===== src/rtl/cva5_fifo_occ.sv =====
// Parametrised FIFO with occupancy count, programmable almost-full, synchronous flush
// and sticky overflow/underflow error flags. Depth may be any integer in 1..64.
module cva5_fifo_occ #(
  parameter int DATA_WIDTH   = 32,
  parameter int FIFO_DEPTH   = 4,
  parameter int AF_THRESHOLD = FIFO_DEPTH - 1,
  localparam int CW          = $clog2(FIFO_DEPTH + 1)
) (
  input  logic                  clk,
  input  logic                  rst,
  input  logic                  flush,
  input  logic                  push,
  input  logic [DATA_WIDTH-1:0] data_in,
  input  logic                  pop,
  output logic [DATA_WIDTH-1:0] data_out,
  output logic                  valid,
  output logic                  full,
  output logic                  almost_full,
  output logic [CW-1:0]         count,
  output logic                  overflow_err,
  output logic                  underflow_err,
  input  logic                  clear_err
);

  localparam int PW = (FIFO_DEPTH > 1) ? $clog2(FIFO_DEPTH) : 1;
  localparam logic [PW-1:0] LAST_PTR = PW'(FIFO_DEPTH - 1);
  localparam logic [CW-1:0] DEPTH_C  = CW'(FIFO_DEPTH);
  localparam logic [CW-1:0] AF_C     = CW'(AF_THRESHOLD);

  logic [DATA_WIDTH-1:0] mem_q [FIFO_DEPTH];
  logic [DATA_WIDTH-1:0] mem_d [FIFO_DEPTH];
  logic [PW-1:0]         wr_ptr_q, wr_ptr_d;
  logic [PW-1:0]         rd_ptr_q, rd_ptr_d;
  logic [CW-1:0]         count_q, count_d;
  logic                  overflow_q, overflow_d;
  logic                  underflow_q, underflow_d;
  logic                  push_ok, pop_ok;

  // Binary wrap at FIFO_DEPTH-1; with a single entry this always yields 0.
  function automatic logic [PW-1:0] ptr_inc(input logic [PW-1:0] p);
    return (p == LAST_PTR) ? '0 : p + 1'b1;
  endfunction

  assign valid         = (count_q != '0);
  assign full          = (count_q == DEPTH_C);
  assign almost_full   = (count_q >= AF_C);
  assign count         = count_q;
  assign data_out      = mem_q[rd_ptr_q];
  assign overflow_err  = overflow_q;
  assign underflow_err = underflow_q;

  always_comb begin
    pop_ok  = pop & valid;
    // A pop in the same cycle frees the slot of a full FIFO.
    push_ok = push & (~full | pop_ok);

    mem_d       = mem_q;
    wr_ptr_d    = wr_ptr_q;
    rd_ptr_d    = rd_ptr_q;
    count_d     = count_q;
    // Legality is judged on the request itself, independent of flush; set beats clear.
    overflow_d  = (overflow_q & ~clear_err) | (push & ~push_ok);
    underflow_d = (underflow_q & ~clear_err) | (pop & ~pop_ok);

    if (flush) begin
      wr_ptr_d = '0;
      rd_ptr_d = '0;
      count_d  = '0;
    end else begin
      if (push_ok) begin
        mem_d[wr_ptr_q] = data_in;
        wr_ptr_d        = ptr_inc(wr_ptr_q);
      end
      if (pop_ok) rd_ptr_d = ptr_inc(rd_ptr_q);
      case ({push_ok, pop_ok})
        2'b10:   count_d = count_q + 1'b1;
        2'b01:   count_d = count_q - 1'b1;
        default: count_d = count_q;
      endcase
    end
  end

  always_ff @(posedge clk) begin
    if (rst) begin
      wr_ptr_q    <= '0;
      rd_ptr_q    <= '0;
      count_q     <= '0;
      overflow_q  <= 1'b0;
      underflow_q <= 1'b0;
    end else begin
      wr_ptr_q    <= wr_ptr_d;
      rd_ptr_q    <= rd_ptr_d;
      count_q     <= count_d;
      overflow_q  <= overflow_d;
      underflow_q <= underflow_d;
    end
  end

  // Storage is deliberately left out of reset.
  always_ff @(posedge clk) begin
    mem_q <= mem_d;
  end

endmodule


===== config.mk =====
export PLATFORM = sky130hd
export DESIGN_NAME = cva5_fifo_occ
export DESIGN_NICKNAME = d
export VERILOG_FILES = /design/src/rtl/cva5_fifo_occ.sv
export SDC_FILE = /design/constraint.sdc
export NUM_CORES = 1
export LEC_CHECK = 0
export CAP_MARGIN = 20
export CORE_ASPECT_RATIO = 1.5
export CORE_MARGIN = 2
export CORE_UTILIZATION = 25
export DETAILED_ROUTE_END_ITERATION = 16
export PLACE_DENSITY = 0.4
export REMOVE_ABC_BUFFERS = 1
export SYNTH_ARGS = -nofsm -noshare
export SYNTH_HDL_FRONTEND = slang
export SYNTH_SLANG_ARGS = --single-unit

===== constraint.sdc =====
create_clock -name clk -period 4.9 [get_ports clk]
set_input_delay 0.98 -clock clk [delete_from_list [all_inputs] [get_ports clk]]
set_output_delay 0.98 -clock clk [all_outputs]
set_load 0.01 [all_outputs]

Word level (Yosys, flattened, before mapping). Cells that the tools add are included.

Flip-flop bits (word level): 137. Word-level logic and storage cells: 52.

Add/sub/neg operators: 4. Order comparisons: 4. Equal/unequal tests: 5. Multiplexer cells: 9. Bitwise operators: 16. Reduce and logical (&&, ||, !) cells: 5.

Operators with widths (number): $bwmux W128 (1); $mux W32 (3); $bmux W32 S2 (1); $demux W32 S2 (1); $and A1 B1 Y1 (6); $eq A2 B2 Y1 const B (3); $ge A3 B3 Y1 const B (2); $not A2 Y3 (2); $pmux W3 S2 (1); $not A1 Y1 (5); $add A2 B1 Y2 const B (2); $mux W2 (2); $add A3 B1 Y3 const B (1); $eq A3 B3 Y1 const B (1); $ge A3 B2 Y1 const B (1); $lt A3 B1 Y1 const B (1); $or A1 B1 Y1 (3); $reduce_bool A3 Y1 (1); $sub A3 B1 Y3 const B (1); $eq A2 B1 Y1 const B (1); $reduce_and A2 Y1 (1); $reduce_bool A2 Y1 (1); $reduce_or A2 Y1 (1); $logic_and A1 B1 Y1 (1).

Depth between registers and ports, before layout.
Depth in word-level cells: 7. Gate-level depth with buffers: 8.

Worst setup path after synthesis. No wires, ideal clock.

Path type: input port to flip-flop. From: input push. To: register mem_q[0] (netlist bit) (enable). Library setup time: 0.468 ns. Arrival time: 3.522 ns. Data required time: 4.432 ns. Path slack: 0.910 ns. Stages on the path: 2. Buffers on the path: 0. Path through: o41ai_4 > nor3b_1.

Longest elaborated chain between the ends: 2.

RTL lines: start: declaration (line 12) `input logic push,`; $and A1 B1 Y1 (line 55) `push_ok = push & (~full | pop_ok);`; $reduce_and A2 Y1 (no source line); end signal: assignment (line 101) `mem_q <= mem_d;`; end: declaration (line 30) `logic [DATA_WIDTH-1:0] mem_q [FIFO_DEPTH];`.

Every way passes these cells. A chain may end at the register's enable or synchronous reset.

Final worst setup path.
From: register rd_ptr_q[0]. To: output data_out[30].

Longest elaborated chain between the ends: 4.

RTL lines: start: declaration (line 33) `logic [PW-1:0] rd_ptr_q, rd_ptr_d;`; start signal: assignment (line 92) `rd_ptr_q <= rd_ptr_d;`; $not A2 Y3 (not written as such) (line 48) `assign data_out = mem_q[rd_ptr_q];`; $bmux W32 S2 (line 48); $mux W32 (not written as such) (2 in series) (line 48); end: declaration (line 15) `output logic [DATA_WIDTH-1:0] data_out,`.

Every way passes these cells. The select of a mux whose other input is x is not followed.

==> impl_metrics.py <==
metrics = {
    "cts": {
        "ctsResizeCount": 0,
        "clock_path_buffers": 2,
        "hold_buffers": 0,
        "cts_setup_buffers": 0,
        "clk_pin_slew_ns": 0.06,
        "cts_sinks": 137,
        "cts_root_buffer": "clkbuf_16",
        "htree_levels": 4,
        "cts_buffers": 17,
        "clock_latency_ns": 0.40,
        "cts_tree": "built",
    },
    "synth": {
        "synth_xor_area_share_pct": 0.340,
        "ys_top_cells_by_area": "edfxtp_1 (75%), mux4_2 (14%), dfxtp_1 (3.5%)",
        "muxShareOfSynthArea_pct": 14.4,
        "postSynthCellCount": 229,
        "synth_top_area_share_pct": 74.5,
        "synth_seq_cells": 137,
        "synthArstFlopShare_pct": 0,
        "synth_ff_type": "edfxtp_1",
        "synth_top_family_by_area": "multiplexers",
        "synthTopCellsByCount": "edfxtp_1 (128), mux4_2 (32), dfxtp_1 (9)",
        "synth-edff-count": 128,
        "synthSimpleGateAreaFrac_pct": 2.55,
        "synth_warnings": 0,
        "synth-adder-area-share_pct": 1.84,
        "ys_types": 27,
        "yosysMostFrequentCell": "edfxtp_1",
        "synth_area_per_cell_um2": 22.5,
        "synth_area_mm2": 0.00516,
        "seq_area_frac_synth_pct": 78.0,
        "synth_area_leader_cell": "edfxtp_1",
        "synth_compound_area_share_pct": 1.53,
    },
    "setup_path": {
        "reg2reg_depth": 8,
        "crit_fanout": 14,
        "endpoint_kind": "output port",
        "worst_ep_required_time_ns": 3.92,
        "worstSetupPathType": "reg -> out",
        "path_cells": "buf_4 > mux4_2 > clkdlybuf4s50_1",
        "cp_num_buf_inv": 2,
        "cp.arrival_ns": 2.43,
        "cp_top_family": "buffers and inverters",
        "r2r_slack_ns": 2.23,
        "worstSetupStartpointType": "flip-flop",
        "r2r_start": "count[2]$_SDFFE_PP0P_",
        "critPathSlowestCell": "mux4_2",
        "critPathMaxStageDelay_ns": 0.58,
        "reg2reg_to": "count[2]$_SDFFE_PP0P_",
    },
    "finish": {
        "ff_latch_area_mm2": 0.00403,
        "multi_input_area_mm2": 0.00108,
        "n_antenna_cell": 0,
        "postLayoutCoreUtil_pct": 34.1,
        "fillCellCount": 1950,
        "areaGrowthSynthToFinish_pct": 34.3,
        "final_nets": 368,
        "layout-drive-gt1-share_pct": 23.6,
    },
    "timing": {
        "final_max_slew_viol_count": 0,
        "setup-tns-final_ns": 0,
        "slew_headroom_pct": 34.1,
        "tightest_slew_ns": 0.989,
        "setup_viol_count_final": 0,
        "finalHoldViolations": 0,
        "fmax_mhz": 293,
        "final.period_utilization_pct": 69.5,
        "whs_ns": 0.474,
        "rsz0062_at_grt": "false",
        "period_needed_ns": 3.41,
        "skew_ns": 0.00696,
    },
    "routing": {
        "firstDrtPassIters": 4,
        "viasPerCell": 4.16,
        "post_drt_wl_per_cell_um": 17.3,
        "drtIter0Drc": 112,
        "drc": 0,
        "routed_wl_um": 10400,
        "vias": 2491,
        "postRouteAntennaNets": 0,
    },
    "worst_hold_path": {
        "whs_path_depth": 2,
        "holdCritPathClass": "reg -> reg",
        "holdPathEnd": "overflow_err$_SDFF_PP0_",
        "hold_start": "overflow_err$_SDFF_PP0_",
    },
    "pwr": {
        "vdd_drop_max_v": 0.000178,
        "power_leakage_nw": 2.19,
        "power_density_mw_per_mm2": 410,
        "combPwrFrac_pct": 5.0,
        "internal-power_mw": 2.29,
        "p_sw_mw": 0.554,
        "pwr-share-seq_pct": 46.1,
        "clockPowerShare_pct": 48.9,
        "swShare_pct": 19.5,
    },
    "placed_design": {
        "post-dp-hpwl_um": 6060,
        "gp_congestion": 0.712,
        "io_buffer_count": 77,
    },
    "die": {
        "initial_core_util_pct": 25.4,
        "die_h_um": 180,
        "ios": 78,
        "chipWidth_um": 121,
        "core_mm2": 0.0203,
        "die_area_mm2": 0.0218,
        "rows": 64,
    },
    "global_routing": {
        "grt_max_degree": 35,
        "grt.overflow.total": 0,
        "grt_pass1_vias": 2743,
        "globalRouteTotalUtil_pct": 10.1,
        "grt_pass1_wl_um": 16100,
        "antenna_found_initial": 0,
    },
    "run": {
        "cap_violations": 0,
    },
    "run_status": {
        "outcome": "finished, final reports clean",
    },
}
stage by stage:
| stage | cells | setup slack [ns] | power [mW] | instance area (um^2) |
|---|---|---|---|---|
| 4_1_cts | 599 | 1.39 | 2.88 | 6930 |
| 6_report | 599 | 1.49 | 2.84 | 6930 |
| 2_1_floorplan | 221 | 0.910 | 1.39 | 5110 |
| 3_5_place_dp | 568 | 1.38 | 1.48 | 6280 |
| 3_3_place_gp | 568 | 1.42 | 1.48 | 6280 |
| 5_1_grt | 599 | 1.35 | 2.94 | 6930 |
sequential cells by signal (all words and copies together), names as in the netlist:
name,cells
mem_q,128
count,3
rd_ptr_q,2
wr_ptr_q,2
overflow_err,1
underflow_err,1
layout by cell type, fill, tap and decap left out, types with 3 or more instances in the layout:
master           netlist  layout
nor2_1                 5       5
nor3b_2                0       4
nand2_1                5       5
bufinv_16              0       5
inv_6                  0       3
ha_1                   6       6
inv_1                  6       6
clkdlybuf4s50_1        0      77
o21ai_0                3       3
edfxtp_1             128     128
clkinv_4               0       3
clkbuf_16              0      17
mux4_2                32      32
a21oi_1                4       4
dfxtp_1                9       7
buf_4                  3       6
worst reg2reg max path: cells and delay by family (launching register included):
| family | cells | cell delay (ns) |
|---|---|---|
| AO/OA/AOI/OAI | 2 | 0.79 |
| XOR/XNOR | 1 | 0.16 |
| adder cells (fa/ha/maj) | 2 | 0.66 |
| buffers and inverters | 2 | 0.16 |
| flip-flops | 1 | 0.43 |
| AND/OR/NAND/NOR | 1 | 0.41 |
per-layer routing:
metal	wire length [um]	global-route usage, %
met1	4240	11.8
met2	5610	17.3
met3	344	2.44
met4	196	4.83
met5	0	0
cell families after synthesis:
kind of cell / Yosys count
adder cells (fa/ha/maj): 7
AND/OR/NAND/NOR: 24
multiplexers: 34
AO/OA/AOI/OAI: 10
XOR/XNOR: 2
buffers and inverters: 15
flip-flops: 137
worst max-delay path by stage:
stage | from | endpoint | cells after the start
floorplan | push | mem_q[0]$_DFFE_PP_ | 2
global placement | pop | count[2]$_SDFFE_PP0P_ | 8
detailed placement | pop | count[2]$_SDFFE_PP0P_ | 8
CTS | rd_ptr_q[0]$_SDFFE_PP0P_ | data_out[31] | 3
global route | rd_ptr_q[0]$_SDFFE_PP0P_ | data_out[30] | 3
finish | rd_ptr_q[0]$_SDFFE_PP0P_ | data_out[30] | 3
power groups by stage:
stage	Combinational [mW]	Sequential (mW)	Clock (mW)
4_1_cts	0.146	1.31	1.43
6_report	0.141	1.31	1.39
2_1_floorplan	0.0506	1.34	0
5_1_grt	0.154	1.31	1.47
3_5_place_dp	0.145	1.33	0
3_3_place_gp	0.145	1.33	0
cell type report:
type	instances	area share [%]
Sequential cell	137	58.1
Multi-Input combinational cell	77	15.6
Timing Repair Buffer	83	11.8
Clock buffer	17	6.14
Tap cell	264	4.77
Clock inverter	14	3.18
Inverter	7	0.379
(Power assumes the default switching activity.)
